**src/rtl/key_press_gen.sv**
```systemverilog
// Synthetic key-press generator: each accepted req becomes one HOLD_CYCLES-high press followed
// by at least GAP_CYCLES low. Define KEY_PRESS_GEN_QUEUE_EN to queue requests made while busy.
module key_press_gen #(
    parameter int unsigned HOLD_CYCLES = 4,
    parameter int unsigned GAP_CYCLES  = 2,
    parameter int unsigned QUEUE_DEPTH = 3,
    localparam int unsigned PendW      = $clog2(QUEUE_DEPTH + 1)
) (
    input  logic             Clock,
    input  logic             Reset_n,
    input  logic             req,
    output logic             key,
    output logic             busy,
    output logic             done,
    output logic             dropped,
    output logic [PendW-1:0] pending
);

    localparam int unsigned MaxCycles = (HOLD_CYCLES > GAP_CYCLES) ? HOLD_CYCLES : GAP_CYCLES;
    localparam int unsigned CntW      = (MaxCycles > 1) ? $clog2(MaxCycles) : 1;
    localparam logic [CntW-1:0] HoldLoad = CntW'(HOLD_CYCLES - 1);
    localparam logic [CntW-1:0] GapLoad  = CntW'(GAP_CYCLES - 1);

    typedef enum logic [1:0] {StIdle, StPress, StGap} state_e;

    state_e          state_q, state_d;
    logic [CntW-1:0] cnt_q, cnt_d;
    logic            key_q, key_d;
    logic            done_q, done_d;
    logic            drop_q, drop_d;
    logic            last;

`ifdef KEY_PRESS_GEN_QUEUE_EN
    localparam logic [PendW-1:0] PendMax = PendW'(QUEUE_DEPTH);
    logic [PendW-1:0] pend_q, pend_d;
    logic             accept;
    logic             consume;
`endif

    always_comb begin
        state_d = state_q;
        cnt_d   = cnt_q;
        drop_d  = 1'b0;
        last    = (cnt_q == '0);
`ifdef KEY_PRESS_GEN_QUEUE_EN
        pend_d  = pend_q;
        accept  = 1'b0;
        consume = 1'b0;
`endif

        case (state_q)
            StIdle: begin
                if (req) begin
                    state_d = StPress;
                    cnt_d   = HoldLoad;
                end
            end
            StPress: begin
                if (last) begin
                    state_d = StGap;
                    cnt_d   = GapLoad;
                end else begin
                    cnt_d = cnt_q - CntW'(1);
                end
            end
            StGap: begin
                if (last) begin
`ifdef KEY_PRESS_GEN_QUEUE_EN
                    if (pend_q != '0 || req) begin
                        state_d = StPress;
                        cnt_d   = HoldLoad;
                        consume = (pend_q != '0);
                    end else begin
                        state_d = StIdle;
                    end
`else
                    state_d = StIdle;
`endif
                end else begin
                    cnt_d = cnt_q - CntW'(1);
                end
            end
            default: begin
                state_d = StIdle;
                cnt_d   = '0;
            end
        endcase

`ifdef KEY_PRESS_GEN_QUEUE_EN
        // With an empty queue, a req on the last gap cycle starts the next press directly.
        if (req && state_q != StIdle &&
            !(state_q == StGap && last && pend_q == '0)) begin
            if (pend_q < PendMax) begin
                accept = 1'b1;
            end else begin
                drop_d = 1'b1;
            end
        end

        case ({accept, consume})
            2'b10:   pend_d = pend_q + PendW'(1);
            2'b01:   pend_d = pend_q - PendW'(1);
            default: pend_d = pend_q;
        endcase
`else
        drop_d = req && (state_q != StIdle);
`endif

        key_d  = (state_d == StPress);
        done_d = (state_q == StPress) && (state_d == StGap);
    end

    always_ff @(posedge Clock or negedge Reset_n) begin
        if (!Reset_n) begin
            state_q <= StIdle;
            cnt_q   <= '0;
            key_q   <= 1'b0;
            done_q  <= 1'b0;
            drop_q  <= 1'b0;
        end else begin
            state_q <= state_d;
            cnt_q   <= cnt_d;
            key_q   <= key_d;
            done_q  <= done_d;
            drop_q  <= drop_d;
        end
    end

`ifdef KEY_PRESS_GEN_QUEUE_EN
    always_ff @(posedge Clock or negedge Reset_n) begin
        if (!Reset_n) begin
            pend_q <= '0;
        end else begin
            pend_q <= pend_d;
        end
    end

    assign pending = pend_q;
`else
    assign pending = '0;
`endif

    assign key     = key_q;
    assign busy    = (state_q != StIdle);
    assign done    = done_q;
    assign dropped = drop_q;

endmodule

```
**config.mk**
```make
export PLATFORM = sky130hd
export DESIGN_NAME = key_press_gen
export DESIGN_NICKNAME = d
export VERILOG_FILES = /design/src/rtl/key_press_gen.sv
export SDC_FILE = /design/constraint.sdc
export NUM_CORES = 1
export LEC_CHECK = 0
export ABC_AREA = 1
export BUFFER_PORTS_ARGS = -buffer_cell sky130_fd_sc_hd__buf_4
export CORE_AREA = 2 2 39 41
export CTS_BUF_LIST = sky130_fd_sc_hd__clkbuf_16
export DETAILED_ROUTE_END_ITERATION = 8
export DIE_AREA = 0 0 41 43
export PLACE_DENSITY = 0.47
export SLEW_MARGIN = 0
export SYNTH_ARGS = -nofsm -noshare
export SYNTH_HDL_FRONTEND = slang
export SYNTH_SLANG_ARGS = --single-unit
```
**constraint.sdc**
```tcl
create_clock -name Clock -period 1.65 [get_ports Clock]
set_clock_uncertainty 0.1 [all_clocks]
set_input_delay 0.4125 -clock Clock [delete_from_list [all_inputs] [get_ports Clock]]
set_output_delay 0.4125 -clock Clock [all_outputs]
set_load 0.005 [all_outputs]
```
# Word-level counts from Yosys, hierarchy flattened
# Index checks and enable logic that the tools add are counted.
# word_totals
register_bits,7
word_cells,26
inputBits,3
output_inout_bits,6
# classes
mux,8
n_eq_ne,6
addsub,1
reduce_logical,6
# op_table
op,n
2-bit 2-to-1 mux,6
2-bit one-hot mux with 3 select lines,2
2-bit by 1-bit == test with 1-bit output (second input constant),2
2-bit == test (second input constant),2
2-bit logical NOT,2
2-bit != test (second input constant),2
1-bit logical AND,2
2-bit AND reduction,1
2-bit nonzero test,1
2-bit by 1-bit subtractor with 2-bit output (second input constant),1

# Logic depth before layout (Yosys ltp)
# depth
depth_word,5
ltp_mapped,8
ltp_nobuf,8

# Least setup slack after synthesis
# OpenSTA, ideal clock, no wires.
# synth_path
path_kind,reg-to-output
startpoint,register state_q[1]
endpoint,output port busy
slack_ns,0.503
n_path_buf,1
arrival_ns,0.635
required_ns,1.137
stages_incl_launch_ff,4
path_cell_list,dfrtp_1 > buf_6 > nor2_4 > inv_1
# synth_via
elab_chain_len,1
# synth_rtl
item,line_no,rtl
"start, declared",26,"state_e state_q, state_d;"
"start signal, assigned",115,state_q <= StIdle;
"start signal, assigned",121,state_q <= state_d;
2-bit nonzero test,144,assign busy = (state_q != StIdle);
"end, declared",13,"output logic busy,"
# No other way between the ends.

# Worst setup path after layout
# Same ends and word-level chain as after synthesis.

==> impl_metrics.tcl <==
set metrics [dict create \
    grt_pass1_vias 274 \
    htree_levels 1 \
    die_h_um 43 \
    clk_path_buf_depth 2 \
    switching_share_pct 34.2 \
    dieArea_um2 1760 \
    setup_tns_ns 0 \
    final.fill_count 145 \
    worst_ir_drop_vdd_mv 0.728 \
    grt_max_degree 9 \
    hold_buffers 1 \
    hp-class "input port to register" \
    status "complete, no violations" \
    r2r_setup_slack_ns 0.44 \
    critPathCaptureType "output pin" \
    yosysUniqueCellTypes 15 \
    setup_viol 0 \
    crit_fanout 8 \
    ff2ff_path_depth 7 \
    drtPass1Iterations 3 \
    num_vias 288 \
    syn_to_final_growth_pct 34.3 \
    syn-cell-area_um2 383 \
    track_usage_pct 10.5 \
    p_switching_uw 387 \
    crit_chain "nor2_4, inv_1, buf_4" \
    pwr-share-seq_pct 29.6 \
    netlist_instances 48 \
    critPathMaxStageDelay_ns 0.46 \
    nets 63 \
    die_width_um 41 \
    yosys_warnings 0 \
    cap_violations 0 \
    hold_viol 0 \
    wl_um 647 \
    post_cts_resized 0 \
    cts.sinks 7 \
    core.rowCount 14 \
    antenna_found_initial 0 \
    cp-endpoint "busy" \
    grt_setup_unrepaired "no" \
    place_congestion 0.693 \
    crit_arrival_ns 1.01 \
    avgRoutedWirePerCell_um 8.86 \
    start_util_pct 27.7 \
    path_delay_family "flip-flops" \
    ys_seq_area_share_pct 45.8 \
    powerDensity_nw_per_um2 2200 \
    clk-insertion-delay-late_ns 0.23 \
    drtAntennaViolNets 0 \
    detailed_place_hpwl_um 490 \
    ys_ff_latch 7 \
    clock_power_share_pct 36.2 \
    detailedRoute.firstIterationViolations 6 \
    multi_input_area_um2 155 \
    clk_pin_slew_worst_paths_ns 0.04 \
    seqCellArea_um2 175 \
    reg2reg_to "cnt_q[1]$_DFFE_PN0P_" \
    drive_above_1_share_pct 24.6 \
    p_leak_nw 0.285 \
    path_buf_inv 2 \
    period_share_pct 92.4 \
    crit_cells 3 \
    post-route-drc-count 0 \
    slowest_stage "dfrtp_1" \
    core_um2 1380 \
    io-pin-count 9 \
    reg2reg_from "cnt_q[0]$_DFFE_PN0P_" \
    worstSetupPathType "register to output pin" \
    cts_tree "built" \
    avgViaCountPerCell 3.95 \
    io_buffers 6 \
    p_total_mw 1.13 \
    cp-start-kind "register" \
    grt-ovfl-total 0 \
    grt_pass1_wl_um 1120 \
    comb_power_share_pct 34.3 \
    cp_data_required_time_ns 1.14 \
    worstSetupStartpoint "state_q[1]$_DFF_PN0_" \
    p_int_uw 743 \
    syn_area_per_cell_um2 7.98 \
    cts_root_buf "clkbuf_16" \
    drv_slew 0 \
    post-cts-setup-buffer-count 0 \
    cts_made_buffers 3 \
    fmax_mhz 656 \
    antenna_cells 0 \
    fin_crit_ns 1.52 \
]
routing by layer:
| metal | track usage, % | vias to the layer above | routed length (um) |
|---|---|---|---|
| li1 | - | 154 | - |
| met1 | 11.7 | 121 | 296 |
| met2 | 12.8 | 9 | 263 |
| met3 | 4.71 | 4 | 46 |
| met4 | 12.0 | 0 | 40 |
| met5 | 0 | - | 0 |
power groups by stage:
stage / Sequential [mW] / Clock, mW / Combinational [mW]
after floorplan: 0.308 / 0 / 0.318
after global placement: 0.336 / 0 / 0.392
after detailed placement: 0.337 / 0 / 0.391
after CTS: 0.335 / 0.419 / 0.394
after global routing: 0.352 / 0.431 / 0.464
final: 0.334 / 0.409 / 0.387
cells in the mapped netlist, drive strengths merged:
cell / number / area [um2]
inv: 8 / 30.0
nor2: 3 / 18.8
a21oi: 2 / 10.0
buf: 3 / 26.3
ha: 2 / 25.0
conb: 1 / 3.75
dfrtp: 7 / 175
nand3: 2 / 15.0
o21ai: 1 / 5.00
nand2: 19 / 73.8
stage by stage:
step	area, um2	utilization (%)	setup slack (ns)	instances	hold slack (ns)
after CTS	514	37.2	0.119	73	0.356
after floorplan	387	-	0.503	49	0.0169
after detailed placement	425	30.7	0.362	68	0.135
final	514	37.2	0.125	73	0.349
after global placement	425	30.7	0.366	68	0.134
after global routing	514	37.2	0.0621	73	0.367
cell families after synthesis:
kind of cell,share of synthesized area (%)
flip-flops,45.8
buffers and inverters,14.7
other,0.979
AND/OR/NAND/NOR,28.1
AO/OA/AOI/OAI,3.92
adder cells (fa/ha/maj),6.53
worst min-delay path by stage:
| stage | from | end | depth (start not counted) |
|---|---|---|---|
| 4_1_cts | req | dropped$_DFF_PN0_ | 3 |
| 2_1_floorplan | Reset_n | cnt_q[0]$_DFFE_PN0P_ | 0 |
| 3_5_place_dp | Reset_n | done$_DFF_PN0_ | 1 |
| 5_1_grt | req | dropped$_DFF_PN0_ | 3 |
| 6_report | req | dropped$_DFF_PN0_ | 3 |
| 3_3_place_gp | Reset_n | done$_DFF_PN0_ | 1 |
cell usage in the layout, fill, tap and decap left out:
| master | synthesis | layout |
|---|---|---|
| nand2_1 | 18 | 18 |
| inv_1 | 6 | 7 |
| dfrtp_1 | 7 | 7 |
| buf_4 | 2 | 6 |
| clkbuf_16 | 0 | 3 |
| inv_2 | 2 | 2 |
| a21oi_1 | 2 | 2 |
| nor2_1 | 2 | 2 |
| ha_1 | 2 | 2 |
| conb_1 | 1 | 2 |
| nand3_1 | 1 | 1 |
| o21ai_0 | 1 | 1 |
| nor2_4 | 1 | 1 |
| nand3_2 | 1 | 1 |
| nand2_2 | 1 | 1 |
| dlygate4sd3_1 | 0 | 1 |
layout make-up:
class                           instances  share of cell area, %
Clock buffer                            3                   14.6
Sequential cell                         7                   34.1
Multi-Input combinational cell         31                   30.2
Clock inverter                          1                  0.730
Timing Repair Buffer                    7                   10.7
Inverter                                8                   5.84
Tap cell                               16                   3.89
sequential cells by signal, summed over array words and instances, names as in the netlist:
name / flops
state_q: 2
key: 1
dropped: 1
done: 1
cnt_q: 2
worst reg2reg max path: stages (launching register included):
cell,delay (ns)
dfrtp_1,0.38
inv_1,0.08
ha_1,0.20
nand3_2,0.09
nand2_2,0.11
inv_2,0.04
nand2_1,0.05
nand2_1,0.05
No activity file was read; power rests on OpenSTA's default activity.
